<file path="src/rtl/fp_pkg.sv">
// Shared FPU types: rounding modes, operand classes, exception flags, and
// width-parametric builders for the canonical NaN and max-finite encodings.
package fp_pkg;

    typedef enum logic [2:0] {
        RM_RNE = 3'b000,
        RM_RTZ = 3'b001,
        RM_RDN = 3'b010,
        RM_RUP = 3'b011,
        RM_RMM = 3'b100
    } rmode_e;

    typedef enum logic [2:0] {
        CL_ZERO,
        CL_NORM,
        CL_INF,
        CL_QNAN,
        CL_SNAN
    } fclass_e;

    typedef struct packed {
        logic nv;
        logic ovrf;
        logic udrf;
        logic nx;
    } fp_flags_t;

    localparam int CONST_W = 128;

    // Callers truncate the result to 1+exp_w+man_w bits; sign bit is always 0.
    function automatic logic [CONST_W-1:0] canon_nan(input int exp_w, input int man_w);
        return (((CONST_W'(1) << exp_w) - CONST_W'(1)) << man_w) | (CONST_W'(1) << (man_w - 1));
    endfunction

    function automatic logic [CONST_W-1:0] max_finite(input int exp_w, input int man_w);
        return (((CONST_W'(1) << exp_w) - CONST_W'(2)) << man_w) | ((CONST_W'(1) << man_w) - CONST_W'(1));
    endfunction

endpackage

</file>
<file path="src/rtl/fp_round.sv">
// Rounding decision and mantissa increment; a carry-out means the rounded
// mantissa wrapped to zero and the caller must bump the exponent.
module fp_round
    import fp_pkg::*;
#(
    parameter int MAN_W = 23
) (
    input  logic             sign,
    input  logic [MAN_W-1:0] man,
    input  logic             g,
    input  logic             s,
    input  logic [2:0]       r_mode,
    output logic [MAN_W-1:0] man_rounded,
    output logic             carry
);

    logic up;

    always_comb begin
        case (r_mode)
            RM_RTZ:  up = 1'b0;
            RM_RDN:  up = sign & (g | s);
            RM_RUP:  up = ~sign & (g | s);
            RM_RMM:  up = g;
            default: up = g & (s | man[0]);
        endcase
        {carry, man_rounded} = {1'b0, man} + (MAN_W+1)'(up);
    end

endmodule

</file>
<file path="src/rtl/fp_mul_pipe.sv">
// Three-stage pipelined floating-point multiplier: classify/multiply, normalise,
// round/pack. One advance signal stalls every stage together when the output is blocked.
module fp_mul_pipe
    import fp_pkg::*;
#(
    parameter int EXP_W = 8,
    parameter int MAN_W = 23,
    parameter int TAG_W = 4
) (
    input  logic                 clk,
    input  logic                 rst,
    input  logic                 in_valid,
    output logic                 in_ready,
    input  logic [EXP_W+MAN_W:0] fp_X,
    input  logic [EXP_W+MAN_W:0] fp_Y,
    input  logic [2:0]           r_mode,
    input  logic [TAG_W-1:0]     in_tag,
    output logic                 out_valid,
    input  logic                 out_ready,
    output logic [EXP_W+MAN_W:0] fp_Z,
    output logic [TAG_W-1:0]     out_tag,
    output logic                 ovrf,
    output logic                 udrf,
    output logic                 nx,
    output logic                 nv
);

    localparam int W  = 1 + EXP_W + MAN_W;
    localparam int EW = EXP_W + 2;
    localparam int PW = 2 * MAN_W + 2;

    localparam logic [W-1:0]         QNAN_Z   = W'(canon_nan(EXP_W, MAN_W));
    localparam logic [W-1:0]         MAXF_Z   = W'(max_finite(EXP_W, MAN_W));
    localparam logic [EXP_W-1:0]     EXP_ONES = '1;
    localparam logic [EW-1:0]        BIAS     = EW'((1 << (EXP_W - 1)) - 1);
    localparam logic signed [EW-1:0] EXP_OVF  = EW'((1 << EXP_W) - 1);
    localparam logic signed [EW-1:0] EXP_ZERO = '0;

    typedef struct packed {
        logic             valid;
        logic             sign;
        logic [EW-1:0]    exp;
        logic [PW-1:0]    prod;
        logic [2:0]       rmode;
        logic [TAG_W-1:0] tag;
        logic             spec;
        logic             nv;
        logic [W-1:0]     spec_z;
    } s1_t;

    typedef struct packed {
        logic             valid;
        logic             sign;
        logic [EW-1:0]    exp;
        logic [MAN_W-1:0] man;
        logic             g;
        logic             s;
        logic [2:0]       rmode;
        logic [TAG_W-1:0] tag;
        logic             spec;
        logic             nv;
        logic [W-1:0]     spec_z;
    } s2_t;

    typedef struct packed {
        logic             valid;
        logic [W-1:0]     z;
        logic [TAG_W-1:0] tag;
        fp_flags_t        flags;
    } s3_t;

    s1_t s1_d, s1_q;
    s2_t s2_d, s2_q;
    s3_t s3_d, s3_q;

    logic                 advance;
    fclass_e              cls_x, cls_y;
    logic                 sign_xy;
    logic [PW-2:0]        norm;
    logic [MAN_W-1:0]     man_r;
    logic                 rnd_carry;
    logic signed [EW-1:0] e_fin;

    // Subnormals classify as zero (DAZ).
    function automatic fclass_e classify(input logic [EXP_W-1:0] e, input logic [MAN_W-1:0] m);
        if (e == '0) return CL_ZERO;
        if (e != EXP_ONES) return CL_NORM;
        if (m == '0) return CL_INF;
        return m[MAN_W-1] ? CL_QNAN : CL_SNAN;
    endfunction

    assign advance  = !s3_q.valid || out_ready;
    assign in_ready = advance;

    always_comb begin
        cls_x   = classify(fp_X[W-2 -: EXP_W], fp_X[MAN_W-1:0]);
        cls_y   = classify(fp_Y[W-2 -: EXP_W], fp_Y[MAN_W-1:0]);
        sign_xy = fp_X[W-1] ^ fp_Y[W-1];
        s1_d    = s1_q;
        if (advance) begin
            s1_d.valid  = in_valid;
            s1_d.sign   = sign_xy;
            s1_d.exp    = EW'(fp_X[W-2 -: EXP_W]) + EW'(fp_Y[W-2 -: EXP_W]) - BIAS;
            s1_d.prod   = PW'({1'b1, fp_X[MAN_W-1:0]}) * PW'({1'b1, fp_Y[MAN_W-1:0]});
            s1_d.rmode  = r_mode;
            s1_d.tag    = in_tag;
            s1_d.spec   = 1'b1;
            s1_d.nv     = 1'b0;
            s1_d.spec_z = QNAN_Z;
            if (cls_x == CL_SNAN || cls_y == CL_SNAN ||
                (cls_x == CL_ZERO && cls_y == CL_INF) ||
                (cls_x == CL_INF && cls_y == CL_ZERO)) begin
                s1_d.nv = 1'b1;
            end else if (cls_x == CL_QNAN || cls_y == CL_QNAN) begin
                s1_d.nv = 1'b0;
            end else if (cls_x == CL_INF || cls_y == CL_INF) begin
                s1_d.spec_z = {sign_xy, EXP_ONES, {MAN_W{1'b0}}};
            end else if (cls_x == CL_ZERO || cls_y == CL_ZERO) begin
                s1_d.spec_z = {sign_xy, {(W-1){1'b0}}};
            end else begin
                s1_d.spec = 1'b0;
            end
        end
    end

    // norm drops the hidden bit: the top MAN_W bits are the mantissa, then G, then sticky.
    always_comb begin
        norm = s1_q.prod[PW-1] ? s1_q.prod[PW-2:0] : {s1_q.prod[PW-3:0], 1'b0};
        s2_d = s2_q;
        if (advance) begin
            s2_d.valid  = s1_q.valid;
            s2_d.sign   = s1_q.sign;
            s2_d.exp    = s1_q.exp + EW'(s1_q.prod[PW-1]);
            s2_d.man    = norm[PW-2 -: MAN_W];
            s2_d.g      = norm[MAN_W];
            s2_d.s      = |norm[MAN_W-1:0];
            s2_d.rmode  = s1_q.rmode;
            s2_d.tag    = s1_q.tag;
            s2_d.spec   = s1_q.spec;
            s2_d.nv     = s1_q.nv;
            s2_d.spec_z = s1_q.spec_z;
        end
    end

    fp_round #(.MAN_W(MAN_W)) u_round (
        .sign        (s2_q.sign),
        .man         (s2_q.man),
        .g           (s2_q.g),
        .s           (s2_q.s),
        .r_mode      (s2_q.rmode),
        .man_rounded (man_r),
        .carry       (rnd_carry)
    );

    always_comb begin
        e_fin = s2_q.exp + EW'(rnd_carry);
        s3_d  = s3_q;
        if (advance) begin
            s3_d = '0;
            if (s2_q.valid) begin
                s3_d.valid = 1'b1;
                s3_d.tag   = s2_q.tag;
                if (s2_q.spec) begin
                    s3_d.z        = s2_q.spec_z;
                    s3_d.flags.nv = s2_q.nv;
                end else if (e_fin >= EXP_OVF) begin
                    s3_d.flags.ovrf = 1'b1;
                    s3_d.flags.nx   = 1'b1;
                    case (s2_q.rmode)
                        RM_RTZ:  s3_d.z = {s2_q.sign, MAXF_Z[W-2:0]};
                        RM_RDN:  s3_d.z = s2_q.sign ? {1'b1, EXP_ONES, {MAN_W{1'b0}}} : MAXF_Z;
                        RM_RUP:  s3_d.z = s2_q.sign ? {1'b1, MAXF_Z[W-2:0]} : {1'b0, EXP_ONES, {MAN_W{1'b0}}};
                        default: s3_d.z = {s2_q.sign, EXP_ONES, {MAN_W{1'b0}}};
                    endcase
                end else if (e_fin <= EXP_ZERO) begin
                    s3_d.z          = {s2_q.sign, {(W-1){1'b0}}};
                    s3_d.flags.udrf = 1'b1;
                    s3_d.flags.nx   = 1'b1;
                end else begin
                    s3_d.z        = {s2_q.sign, e_fin[EXP_W-1:0], man_r};
                    s3_d.flags.nx = s2_q.g | s2_q.s;
                end
            end
        end
    end

    always_ff @(posedge clk) begin
        if (rst) begin
            s1_q <= '0;
            s2_q <= '0;
            s3_q <= '0;
        end else begin
            s1_q <= s1_d;
            s2_q <= s2_d;
            s3_q <= s3_d;
        end
    end

    assign out_valid = s3_q.valid;
    assign fp_Z      = s3_q.z;
    assign out_tag   = s3_q.tag;
    assign ovrf      = s3_q.flags.ovrf;
    assign udrf      = s3_q.flags.udrf;
    assign nx        = s3_q.flags.nx;
    assign nv        = s3_q.flags.nv;

endmodule
</file>
<file path="config.mk">
export PLATFORM = sky130hd
export DESIGN_NAME = fp_mul_pipe
export DESIGN_NICKNAME = d
export VERILOG_FILES = /design/src/rtl/fp_pkg.sv /design/src/rtl/fp_round.sv /design/src/rtl/fp_mul_pipe.sv
export SDC_FILE = /design/constraint.sdc
export NUM_CORES = 2
export LEC_CHECK = 0
export CORE_MARGIN = 5
export CORE_UTILIZATION = 50
export CTS_BUF_LIST = sky130_fd_sc_hd__clkbuf_16
export DETAILED_ROUTE_END_ITERATION = 7
export PLACE_DENSITY = 0.64
export SYNTH_ARGS = -nofsm -noshare
export SYNTH_HDL_FRONTEND = slang
export SYNTH_SLANG_ARGS = --single-unit
</file>
<file path="constraint.sdc">
create_clock -name clk -period 11.65 [get_ports clk]
set_input_delay 1.7475 -clock clk [delete_from_list [all_inputs] [get_ports clk]]
set_output_delay 1.7475 -clock clk [all_outputs]
set_load 0.03 [all_outputs]
</file>
# Yosys cells after proc, flatten, opt, wreduce, memory -nomap -nowiden
# Index checks and enable logic that the tools add are counted.
# totals
register_bits,220
input_bits,75
output_inout_bits,42
word_cells,122
# classes
addsub,5
mul,1
magnitude_cmp,2
eq_ne,12
n_mux,51
bitwise_logic,7
n_reduce_logical,17
# op_table
operator,n
$mux W32,8
$pmux W32 S3,1
$mul A24 B24 Y48,1
$mux W47,1
$logic_not A23 Y1,2
$mux W3,15
$mux W41,1
$mux W31,1
$add A23 B1 Y24,1
$mux W1,23
$reduce_or A23 Y1,1
$add A10 B1 Y10,2
$eq A3 B2 Y1 const B,6
$logic_not A8 Y1,2
$ne A8 B8 Y1 const B,2
$ge A10 B9 Y1 const B,1
$le A10 B1 Y1 const B,1
$sub A9 B7 Y10 const B,1
$add A8 B8 Y9,1
$eq A3 B3 Y1 const B,3
$logic_or A1 B1 Y1,7
$logic_not A3 Y1,2
$pmux W1 S4,1
$and A1 B1 Y1,3
6 further kinds,8

# Depth between registers and ports, before layout
# depth
word_depth,14
mapped_depth,27
mapped_depth_nobuf,25

# Hierarchy
# From an unflattened synthesis, not the netlist that was laid out.
# hier_totals
hier_cells,3105
hier_area_um2,26456.6
# by_module_without_submodules
module,instances,cells_each,area_per_inst_um2,seq_area_each_um2
fp_mul_pipe,1,3033,25897.3,3243.1
fp_round,1,72,559.3,0.0

# Worst setup path before layout
# No wires, ideal clock.
# synth_timing
path_type,input -> register
from,input fp_Y[12]
to,register s1_q[87] in the netlist's numbering
setup_time_ns,0.117
arrival_ns,7.874
t_required_ns,11.533
slack_ns,3.659
stages,25
n_path_buf,3
path_cell_list,clkbuf_1 clkbuf_1 nand2_1 fa_1 inv_1 fa_1 inv_1 fa_1 inv_1 fa_1 fa_1 fa_1 inv_1 fa_1 inv_1 ha_1 clkbuf_1 nand4_1 a21o_1 a2111oi_2 o311ai_1 a21oi_1 o221ai_1 xnor2_1 a22o_1
# synth_via
elab_chain_len,1
# synth_rtl
element,line_no,text
"start, declared",fp_mul_pipe.sv:15,"input logic [EXP_W+MAN_W:0] fp_Y,"
$mul A24 B24 Y48,fp_mul_pipe.sv:104,"s1_d.prod = PW'({1'b1, fp_X[MAN_W-1:0]}) * PW'({1'b1, fp_Y[MAN_W-1:0]});"
"end signal, assigned",fp_mul_pipe.sv:189,s1_q <= '0;
"end signal, assigned",fp_mul_pipe.sv:193,s1_q <= s1_d;
"end, declared",fp_mul_pipe.sv:72,"s1_t s1_d, s1_q;"
# Every way passes these cells.
# A chain may end at the register's enable or synchronous reset.

# Final worst setup path
# layout_timing
from,input fp_Y[8]
to,register s1_q[85] in the netlist's numbering
# Same word-level chain as after synthesis.

==> impl_metrics.py <==
metrics = {
    "outcome": {
        "run_status": "complete, no violations",
    },
    "placed_design": {
        "numPlacedInstances": 3672,
        "count_of_buffers_from_port_buffering": 116,
        "dp_hpwl_mm": 59.35,
        "place_congestion": 0.9851,
    },
    "routing": {
        "vias_per_cell": 5.513,
        "drt_iter0_drc": 1540,
        "route.detailed.wl_per_inst_um": 20.21,
        "routed_wire_length_mm": 74.84,
        "drtPass1Iterations": 7,
        "post-route-drc-count": 0,
        "detail-route-antenna-nets": 0,
        "num_vias": 20420,
    },
    "finish": {
        "final_net_count": 3764,
        "finish.utilization_pct": 55.17,
        "mostFrequentLayoutCell": "sky130_fd_sc_hd__inv_1",
        "layout-area-overhead-vs-synth_pct": 9.109,
        "final_cell_count_no_fill": 3704,
        "final_layout_size_suffix_gt1_share_pct": 3.638,
        "commonest_non_fill_non_tap_cells_in_the_layout": "579 x sky130_fd_sc_hd__inv_1, 483 x sky130_fd_sc_hd__fa_1, 417 x sky130_fd_sc_hd__nand2_1",
        "antenna_cells": 0,
    },
    "sta": {
        "report.final.slew_viol_count": 0,
        "finalClockSkew_ns": 0.01114,
        "min_period_ns": 9.803,
        "grt_setup_unrepaired": "false",
        "timing.final.setup_violations": 0,
        "finalHoldViolations": 0,
        "timing_worst_slew_pin_value_ns": 1.326,
        "worst_slew_margin_rel_pct": 11.29,
        "fmaxAchievable_mhz": 102.0,
        "post-route-period-util_pct": 84.14,
        "tns_ns": 0,
    },
    "setup_path": {
        "cell_repeated_most_along_the_worst_path": "sky130_fd_sc_hd__fa_1",
        "timing.critical_path.fanout_max": 17,
        "crit_buf_inv": 6,
        "start_kind": "input port",
        "worst-endpoint-required_ns": 11.98,
        "timing.critical_path.to_type": "register",
        "startpoint_to_endpoint_class_of_the_critical_path": "input port to register",
        "cpMaxStageDelayCell": "sky130_fd_sc_hd__clkdlybuf4s50_1",
        "critical_path.max_stage_delay_ns": 0.99,
        "crit_chain": "clkdlybuf4s50_1, clkinv_1, nor2_1, fa_1, fa_1, inv_1, fa_1, fa_1, inv_1, fa_1, fa_1, inv_1, fa_1, inv_1, ha_1, a21oi_2, o211ai_1, o2111ai_1, a21oi_1, o311ai_1, a21oi_1, o41ai_1, xnor2_1, a22o_1",
        "worst-endpoint-arrival_ns": 10.14,
        "cpLargestDelayFamily": "adder cells",
    },
    "die": {
        "ioPinCount": 117,
        "design.die.area_mm2": 0.05675,
        "dieHeight_um": 238.2,
        "placement_rows": 83,
        "floorplan.initialDensity_pct": 50.56,
        "placeableCoreArea_mm2": 0.05151,
        "die-width_um": 238.2,
    },
    "global_route": {
        "global_route.peak_usage_layer": "met2",
        "global_route.usage.met2_pct": 43.09,
        "first_global_vias": 21640,
        "grt.total_usage_pct": 26.57,
        "first_pass_grt_wire_length_mm": 119.2,
        "grt_use_met3_pct": 5.756,
        "use_met1_pct": 36.02,
        "initial_antenna_violation_count": 1,
        "globalRoute.totalOverflow": 0,
        "grt_max_degree": 99,
    },
    "yosys": {
        "synthDominantAreaCellType": "sky130_fd_sc_hd__fa_1",
        "synth-async-reset-ratio_pct": 0,
        "netlist_top_cells_area": "sky130_fd_sc_hd__fa_1 37%, sky130_fd_sc_hd__dfxtp_1 12%, sky130_fd_sc_hd__ha_1 9.4%",
        "avgSynthCellArea_um2": 8.707,
        "postSynth.topFlopCell": "sky130_fd_sc_hd__dfxtp_1",
        "synth_edf_count": 0,
        "syn-instance-count": 2991,
        "synthesis.yosys.warnings": 0,
        "syn-num-nets": 3744,
        "yosys.area.top_type_share_pct": 37.13,
        "netlist_area_mm2": 0.02604,
        "synth.yosys.seq_area_share_pct": 12.45,
        "yosys_register_bits": 162,
        "synthDistinctLibCells": 76,
    },
    "cts": {
        "cts_tree": "built",
        "postCtsSetupRepairBufs": 0,
        "holdBufCountCts": 0,
        "numCtsBuffers": 17,
        "h-tree-depth": 4,
        "cts_sinks": 162,
        "cts.reportedPaths.clkPinSlew_ns": 0.06,
        "post_cts_resized": 0,
        "clock_latency_ns": 0.44,
        "cts_max_path_buffers": 2,
        "cts.root.buffer_cell": "sky130_fd_sc_hd__clkbuf_16",
    },
    "job": {
        "timing.max_cap.violations": 0,
    },
    "min_path": {
        "holdCritPathClass": "register to register",
    },
}
path summary, 6_finish.rpt:
check	start	to	slack, ns	depth (start not counted)
min reg2reg	out_tag[1]$_SDFFE_PP0P_	out_tag[1]$_SDFFE_PP0P_	0.45	2
max reg2reg	s2_q[40]$_SDFFE_PP0P_	fp_Z[22]$_SDFFE_PP0P_	6.07	23
max	fp_Y[8]	s1_q[85]$_SDFFE_PP0P_	1.85	24
min	out_tag[1]$_SDFFE_PP0P_	out_tag[1]$_SDFFE_PP0P_	0.45	2
state kept, by name, indices dropped and copies added (netlist names):
register	cells
s1_q	72
nv	1
ovrf	1
nx	1
fp_Z	32
out_tag	4
udrf	1
s2_q	49
out_valid	1
metal layers:
layer  vias up  wire length [um]
li1       9266                 -
met1     10130             31850
met2       851             34220
met3       170              6089
met4         0              2676
met5         -                 0
layout make-up:
class | instances | area (um2)
Clock buffer | 17 | 425.4
Clock inverter | 15 | 191.4
Fill cell | 4782 | 23090
Inverter | 583 | 2191
Multi-Input combinational cell | 2081 | 19980
Sequential cell | 162 | 3243
Tap cell | 680 | 850.8
Timing Repair Buffer | 166 | 1534
Yosys cell counts (all sizes together), types with 27 or more instances:
library cell	number
nor2	143
xnor2	51
dfxtp	162
and2	243
xor2	35
clkbuf	148
inv	579
nand2	418
a21oi	114
a211oi	45
o21ai	58
fa	483
a22o	27
ha	195
nand3	35
cells by family after synthesis:
kind of cell | synth area share, %
simple gates | 17.23
buf+inv | 10.87
fa+ha+maj | 46.50
compound gates | 9.138
flops | 12.45
xor+xnor | 2.892
mux | 0.9224
worst reg2reg max path, cell delays in order (launching register included):
cell,delay (ns)
sky130_fd_sc_hd__dfxtp_1,0.35
sky130_fd_sc_hd__inv_1,0.09
sky130_fd_sc_hd__and3_1,0.17
sky130_fd_sc_hd__ha_1,0.27
sky130_fd_sc_hd__a32oi_1,0.10
sky130_fd_sc_hd__nor2_1,0.10
sky130_fd_sc_hd__ha_1,0.28
sky130_fd_sc_hd__nand2_1,0.08
sky130_fd_sc_hd__nor2_1,0.16
sky130_fd_sc_hd__and3_1,0.23
sky130_fd_sc_hd__and3_1,0.27
sky130_fd_sc_hd__nand3_1,0.20
sky130_fd_sc_hd__nor2_1,0.20
sky130_fd_sc_hd__ha_1,0.23
sky130_fd_sc_hd__ha_1,0.24
sky130_fd_sc_hd__nand3_1,0.17
sky130_fd_sc_hd__nor2_1,0.16
sky130_fd_sc_hd__xnor2_1,0.26
sky130_fd_sc_hd__o31ai_4,0.20
sky130_fd_sc_hd__nand2_2,0.38
sky130_fd_sc_hd__a21oi_2,0.11
sky130_fd_sc_hd__nor3_2,0.90
sky130_fd_sc_hd__a222oi_1,0.21
sky130_fd_sc_hd__nor2_1,0.13
per-stage QoR:
| stage | setup slack (ns) | cell area, um2 | hold slack, ns |
|---|---|---|---|
| global route | 1.628 | 28420 | 0.4629 |
| finish | 1.847 | 28420 | 0.4518 |
| global placement | 1.884 | 27800 | 0.4392 |
| detailed placement | 1.578 | 27800 | 0.4451 |
| floorplan | 3.659 | 26040 | 0.4267 |
| CTS | 2.054 | 28420 | 0.4537 |
Power is left out: the tool's default activity adds up to more than one toggle a clock period on the data nets, which glitch-free logic cannot reach.
